===== config.mk =====
export PLATFORM = sky130hd
export DESIGN_NAME = lsu_byte_serial_flat
export DESIGN_NICKNAME = d
export VERILOG_FILES = /design/src/rtl/lsu_byte_serial_if.sv /design/src/rtl/lsu_byte_serial.sv /design/src/flat_wrapper.sv
export SDC_FILE = /design/constraint.sdc
export NUM_CORES = 1
export LEC_CHECK = 0
export ABC_AREA = 1
export CAP_MARGIN = 20
export CORE_UTILIZATION = 44
export DETAILED_ROUTE_END_ITERATION = 6
export GPL_TIMING_DRIVEN = 0
export PLACE_DENSITY = 0.73
export SLEW_MARGIN = 20
export SYNTH_ARGS = -nofsm -noshare
export SYNTH_HDL_FRONTEND = slang
export SYNTH_SLANG_ARGS = --single-unit
export TNS_END_PERCENT = 1

===== constraint.sdc =====
create_clock -name clk -period 5.4 [get_ports clk]
set_input_delay 0.54 -clock clk [delete_from_list [all_inputs] [get_ports clk]]
set_output_delay 0.54 -clock clk [all_outputs]
set_load 0.02 [all_outputs]

===== src/rtl/lsu_byte_serial_if.sv =====
// Byte-wide memory port of the serial LSU: one beat per mb_ready strobe.
interface lsu_byte_serial_if;
    logic [31:0] mb_addr;
    logic [7:0]  mb_wdata;
    logic        mb_re;
    logic        mb_we;
    logic [7:0]  mb_rdata;
    logic        mb_ready;

    modport master (
        output mb_addr, mb_wdata, mb_re, mb_we,
        input  mb_rdata, mb_ready
    );

    modport slave (
        input  mb_addr, mb_wdata, mb_re, mb_we,
        output mb_rdata, mb_ready
    );
endinterface


===== src/rtl/lsu_byte_serial.sv =====
// Load/store unit that serialises word/half/byte accesses into little-endian
// byte beats on an 8-bit memory port, with alignment and timeout checking.
module lsu_byte_serial (
    input  logic               clk,
    input  logic               rst,
    input  logic [2:0]         mem_read,
    input  logic [1:0]         mem_write,
    input  logic [31:0]        addr,
    input  logic [31:0]        wdata,
    output logic [31:0]        rdata,
    output logic               stall,
    output logic               misalign,
    output logic               bus_err,
    lsu_byte_serial_if.master  mem
);
    localparam logic [1:0] IDLE   = 2'd0;
    localparam logic [1:0] ACCESS = 2'd1;
    localparam logic [1:0] DONE   = 2'd2;

    localparam logic [1:0] SZ_BYTE = 2'd0;
    localparam logic [1:0] SZ_HALF = 2'd1;
    localparam logic [1:0] SZ_WORD = 2'd2;

    logic [1:0]  state;
    logic        rd_req, wr_req, req, req_misalign;
    logic [1:0]  req_size;
    logic        read_q;
    logic [2:0]  op_q;
    logic [1:0]  size_q;
    logic [31:0] addr_q, wdata_q, data_buf;
    logic [1:0]  beat, last_beat;
    logic [3:0]  wait_cnt;
    logic        misalign_q, bus_err_q;

    function automatic logic [31:0] extend_load(input logic [2:0] op, input logic [31:0] data);
        logic signed [15:0] half_s;
        logic signed [7:0]  byte_s;
        half_s = data[15:0];
        byte_s = data[7:0];
        case (op)
            3'b001:  return data;
            3'b010:  return 32'(half_s);
            3'b011:  return {16'd0, data[15:0]};
            3'b100:  return 32'(byte_s);
            3'b101:  return {24'd0, data[7:0]};
            default: return 32'd0;
        endcase
    endfunction

    // A read wins over a simultaneous write; codes 110/111 are not reads.
    always_comb begin
        rd_req = (mem_read >= 3'd1) && (mem_read <= 3'd5);
        wr_req = (mem_write != 2'd0);
        req    = rd_req || wr_req;
        req_size = SZ_BYTE;
        if (rd_req) begin
            case (mem_read)
                3'b001:         req_size = SZ_WORD;
                3'b010, 3'b011: req_size = SZ_HALF;
                default:        req_size = SZ_BYTE;
            endcase
        end else begin
            case (mem_write)
                2'b01:   req_size = SZ_WORD;
                2'b10:   req_size = SZ_HALF;
                default: req_size = SZ_BYTE;
            endcase
        end
        req_misalign = ((req_size == SZ_WORD) && (addr[1:0] != 2'b00)) ||
                       ((req_size == SZ_HALF) && addr[0]);
        last_beat = (size_q == SZ_WORD) ? 2'd3 :
                    (size_q == SZ_HALF) ? 2'd1 : 2'd0;
    end

    always_ff @(posedge clk) begin
        if (rst) begin
            state      <= IDLE;
            read_q     <= 1'b0;
            op_q       <= 3'd0;
            size_q     <= SZ_BYTE;
            addr_q     <= 32'd0;
            wdata_q    <= 32'd0;
            data_buf   <= 32'd0;
            beat       <= 2'd0;
            wait_cnt   <= 4'd0;
            misalign_q <= 1'b0;
            bus_err_q  <= 1'b0;
        end else begin
            case (state)
                IDLE: begin
                    misalign_q <= 1'b0;
                    bus_err_q  <= 1'b0;
                    if (req) begin
                        if (req_misalign) begin
                            state      <= DONE;
                            misalign_q <= 1'b1;
                        end else begin
                            state    <= ACCESS;
                            read_q   <= rd_req;
                            op_q     <= mem_read;
                            size_q   <= req_size;
                            addr_q   <= addr;
                            wdata_q  <= wdata;
                            beat     <= 2'd0;
                            wait_cnt <= 4'd0;
                        end
                    end
                end
                ACCESS: begin
                    if (mem.mb_ready) begin
                        wait_cnt <= 4'd0;
                        if (read_q)
                            data_buf[{beat, 3'b000} +: 8] <= mem.mb_rdata;
                        beat <= beat + 2'd1;
                        if (beat == last_beat)
                            state <= DONE;
                    end else if (wait_cnt == 4'd14) begin
                        // Fifteenth idle cycle of this beat: give up on the rest.
                        wait_cnt  <= 4'd15;
                        bus_err_q <= 1'b1;
                        state     <= DONE;
                    end else begin
                        wait_cnt <= wait_cnt + 4'd1;
                    end
                end
                DONE: begin
                    state      <= IDLE;
                    misalign_q <= 1'b0;
                    bus_err_q  <= 1'b0;
                end
                default: state <= IDLE;
            endcase
        end
    end

    always_comb begin
        stall        = (state == ACCESS) || ((state == IDLE) && req);
        mem.mb_re    = (state == ACCESS) && read_q;
        mem.mb_we    = (state == ACCESS) && !read_q;
        mem.mb_addr  = (state == ACCESS) ? addr_q + {30'd0, beat} : 32'd0;
        mem.mb_wdata = ((state == ACCESS) && !read_q) ? wdata_q[{beat, 3'b000} +: 8] : 8'd0;
        misalign     = (state == DONE) && misalign_q;
        bus_err      = (state == DONE) && bus_err_q;
        rdata        = ((state == DONE) && read_q && !misalign_q && !bus_err_q) ?
                       extend_load(op_q, data_buf) : 32'd0;
    end
endmodule


===== src/flat_wrapper.sv =====
// flat-port wrapper written by rule: the top's interface ports become plain ports
module lsu_byte_serial_flat 
  (clk, rst, mem_read, mem_write, addr, wdata, rdata, stall, misalign, bus_err, mem_mb_addr, mem_mb_wdata, mem_mb_re, mem_mb_we, mem_mb_rdata, mem_mb_ready);
  lsu_byte_serial_if mem_i ();
  input  logic clk;
  input  logic rst;
  input  logic [2:0] mem_read;
  input  logic [1:0] mem_write;
  input  logic [31:0] addr;
  input  logic [31:0] wdata;
  output logic [31:0] rdata;
  output logic stall;
  output logic misalign;
  output logic bus_err;
  output wire logic [$bits(mem_i.mb_addr)-1:0] mem_mb_addr;
  output wire logic [$bits(mem_i.mb_wdata)-1:0] mem_mb_wdata;
  output wire logic [$bits(mem_i.mb_re)-1:0] mem_mb_re;
  output wire logic [$bits(mem_i.mb_we)-1:0] mem_mb_we;
  input wire logic [$bits(mem_i.mb_rdata)-1:0] mem_mb_rdata;
  input wire logic [$bits(mem_i.mb_ready)-1:0] mem_mb_ready;
  assign mem_mb_addr = mem_i.mb_addr;
  assign mem_mb_wdata = mem_i.mb_wdata;
  assign mem_mb_re = mem_i.mb_re;
  assign mem_mb_we = mem_i.mb_we;
  assign mem_i.mb_rdata = mem_mb_rdata;
  assign mem_i.mb_ready = mem_mb_ready;
  lsu_byte_serial u_core (.clk(clk), .rst(rst), .mem_read(mem_read), .mem_write(mem_write), .addr(addr), .wdata(wdata), .rdata(rdata), .stall(stall), .misalign(misalign), .bus_err(bus_err), .mem(mem_i));
endmodule

==> impl_metrics.ini <==
[worst_hold_path]
worst_hold_path_type = reg2reg
hold_depth = 2

[place]
io_buffers = 155
finalWeightedCongestion = 0.951
placed_cell_area_mm2 = 0.00791
dp_hpwl_um = 14200

[flow_run]
max_cap_viol_count = 0

[clocking]
cts.reportedPaths.clkPinSlew_ns = 0.08
cts_buffer_count = 9
cts_root_buf = clkbuf_16
cts.repair_timing.setup_buffer_count = 0
post_cts_hold_buffer_count = 0
clk-insertion-delay-late_ns = 0.36
ctsResizeCount = 0
h_tree_lvls = 3
ctsLongestPathBuffers = 2
cts_sink_cnt = 112
cts_tree = yes

[routing]
detail-route-antenna-nets = 0
drt_drc = 0
wirelength_um = 18400
firstDrtPassIters = 5
routed_wire_length_per_instance_um = 14.5
post_drt_via_cell_ratio = 5.18
via_count = 6578
drt_iter0_markers = 452

[yosys]
postSynthRegisterBits = 112
synth-edff-count = 0
synthesis.area_per_instance_um2 = 6.64
post-synth-top-area-fraction_pct = 36.5
synth_fp_nets = 1015
post_synth_num_cell_types = 38
synth_async_sr_flop_share_pct = 0
synth_sequential_area_ratio_pct = 36.5
synthDominantAreaCellType = dfxtp_1
postSynth.topFlopCell = dfxtp_1
syn-instance-count = 924
synthesis.area_mm2 = 0.00614
synthTopCellsByArea = dfxtp_1 37%, nor2_1 16%, o21ai_0 7.8%
yosys_warnings = 0

[worst_setup_path]
critPathCaptureType = output pin
cpMaxStageDelayCell = clkdlybuf4s50_1
cp_data_required_time_ns = 4.86
r2r_slack_ns = 2.53
worstSetupStartpoint = u_core.beat[0]
endpoint = mem_mb_addr[30]
worstRegToRegCells = 8
cp_data_arrival_time_ns = 3.05
critPathMaxFanout = 6
timing.rr.end = u_core.data_buf[3]
cp_top_family = simple AND/OR/NAND/NOR gates
max_stage_delay_ns = 0.63
reg2reg_from = u_core.beat[1]
crit_chain = ha_1 > fa_1 > nand2_1 > nor2_2 > nand3_1 > nor2_1 > nand2_1 > xor2_1 > nor2_1 > clkdlybuf4s50_1
cp.depth = 10
timing_worst_setup_path_type = reg2out
critical_path_buf_inv_count = 1
start_kind = flop

[sta]
hold_slack_ns = 0.457
period_share_pct = 66.5
max_slew_headroom_pct = 56.7
finalMaxSlewViolations = 0
timing.final.setup_violations = 0
clock-skew-final_ns = 0.00872
timing_hold_violations_final = 0
clock.fmax_ghz = 0.278
worst-slew-pin-transition_ns = 0.644
grt_setup_unrepaired = false
fin_setup_tns_ns = 0
final.min_clock_period_ns = 3.59

[power_and_ir_drop]
p_switching_w = 0.00114
p_int_w = 0.00166
vdd.ir_drop.worst_uv = 175
power.sequential.fraction_pct = 39.2
power.leakage_nw = 3.18
p_per_area_mw_per_mm2 = 341
power_frac_clock_pct = 23.3
netSwitchingFraction_pct = 40.6
p_comb_share_pct = 37.5

[floorplanning]
dieArea_mm2 = 0.0144
chipHeight_um = 120
core_mm2 = 0.0134
floorplan.initialDensity_pct = 45.8
floorplan.io_pins = 157
placement_rows = 42
chipWidth_um = 120

[finish]
finalInstanceArea_mm2 = 0.00819
post_route_cells_drive_above_1_share_pct = 5.76
multiInputGateArea_mm2 = 0.00337
insertedDiodeCount = 0
final_core_utilization_pct = 61.1
final_nets = 1181
fillCellCount = 1301
area_delta_synth_final_pct = 33.4
sequential_cell_area_mm2 = 0.00224

[global_route]
first_global_vias = 6141
grt_pass1_wl_um = 29900
grt_antenna_before_repair = 0
global_routing_usage_summed_across_all_routing_layers_pct = 26.5
global_route_congestion_overflow_total = 0
maximum_number_of_pins_on_one_net_before_global_route_repair = 20

[outcome]
outcome = complete, no violations
## worst min path at each step
| stage | start | endpoint | slack [ns] |
|---|---|---|---|
| 2_1_floorplan | u_core.data_buf[4] | u_core.data_buf[4] | 0.43 |
| 3_3_place_gp | u_core.data_buf[3] | u_core.data_buf[3] | 0.44 |
| 3_5_place_dp | u_core.data_buf[3] | u_core.data_buf[3] | 0.45 |
| 4_1_cts | u_core.data_buf[3] | u_core.data_buf[3] | 0.46 |
| 5_1_grt | u_core.data_buf[18] | u_core.data_buf[18] | 0.48 |
| 6_report | u_core.data_buf[4] | u_core.data_buf[4] | 0.46 |
## worst min-delay path, cell delays in order, from the launching register on
cell	delay, ns
dfxtp_1	0.30
inv_1	0.06
a21oi_1	0.05
## per-stage QoR
| stage | cells | power (W) | worst slack [ns] |
|---|---|---|---|
| finish | 1270 | 0.00279 | 1.81 |
| global route | 1270 | 0.00298 | 1.62 |
| CTS | 1270 | 0.00279 | 1.83 |
| detailed placement | 1255 | 0.00214 | 2.24 |
| global placement | 1255 | 0.00213 | 2.22 |
| floorplan | 924 | 0.00177 | 3.06 |
## synthesized netlist by cell type (2+ instances only)
cell type / instances
o211a_1: 15
ha_1: 10
nor3b_1: 2
buf_6: 2
buf_4: 3
a21oi_1: 59
clkbuf_1: 24
o21ai_1: 21
buf_2: 15
a211oi_1: 4
a21oi_2: 2
nand2_2: 5
nand4_1: 14
nor2_1: 265
nand2_1: 92
inv_2: 3
o21ai_0: 96
xor2_1: 14
or2_2: 2
a31oi_1: 2
buf_1: 3
dfxtp_1: 112
nor3_1: 21
nand3_1: 33
a211oi_2: 2
xnor2_1: 9
nor2_2: 4
inv_1: 74
o21a_1: 2
nor2_4: 5
nand3_2: 2
## power groups by stage
stage	Clock (W)	Sequential (W)	Combinational, W
after floorplan	0	0.00107	0.000701
after global placement	0	0.00111	0.00102
after detailed placement	0	0.00111	0.00103
after CTS	0.000654	0.00109	0.00104
after global routing	0.000695	0.00112	0.00117
final	0.000650	0.00110	0.00105
## area by class of cell
cell class / instances / share of cell area, %
Multi-Input combinational cell: 686 / 41.2
Sequential cell: 112 / 27.4
Timing Repair Buffer: 155 / 18.9
Inverter: 79 / 3.65
Clock buffer: 9 / 2.75
Buffer: 47 / 2.70
Tap cell: 176 / 2.69
Clock inverter: 6 / 0.672
## registers in the layout (all words and copies together), names as in the netlist, 2 cells and up
register / flops
u_core.wdata_q: 32
u_core.op_q: 3
u_core.beat: 2
u_core.state: 2
u_core.addr_q: 32
u_core.data_buf: 32
u_core.size_q: 2
u_core.wait_cnt: 4
## kinds of logic after synthesis
group	synth area share [%]
AOI/OAI and AO/OA	18.6
xor gates and xnor gates	3.28
adders and majority gates	2.37
buffers and inverters	8.48
DFF	36.5
and+or+nand+nor	30.8
## layer usage
metal / vias to the layer above / wire length [µm] / GRT usage, %
li1: 3345 / - / -
met4: 0 / 517 / 11.6
met2: 221 / 8180 / 41.2
met5: - / 0 / 0
met1: 2976 / 8740 / 36.4
met3: 36 / 991 / 3.61
## placed cells by master (no fill, tap or decap), types with 3 or more instances in the layout
master and n:
a211oi_1 4, a21oi_1 59, buf_1 3, buf_2 15, buf_4 3, clkbuf_1 24
clkbuf_16 9, clkdlybuf4s50_1 155, dfxtp_1 112, ha_1 10, inv_1 74, inv_2 3
nand2_1 92, nand2_2 5, nand3_1 33, nand4_1 14, nor2_1 265, nor2_2 4
nor2_4 5, nor3_1 21, o211a_1 15, o21ai_0 96, o21ai_1 21, xnor2_1 9
xor2_1 14
Power figures use the tool's default switching activity.
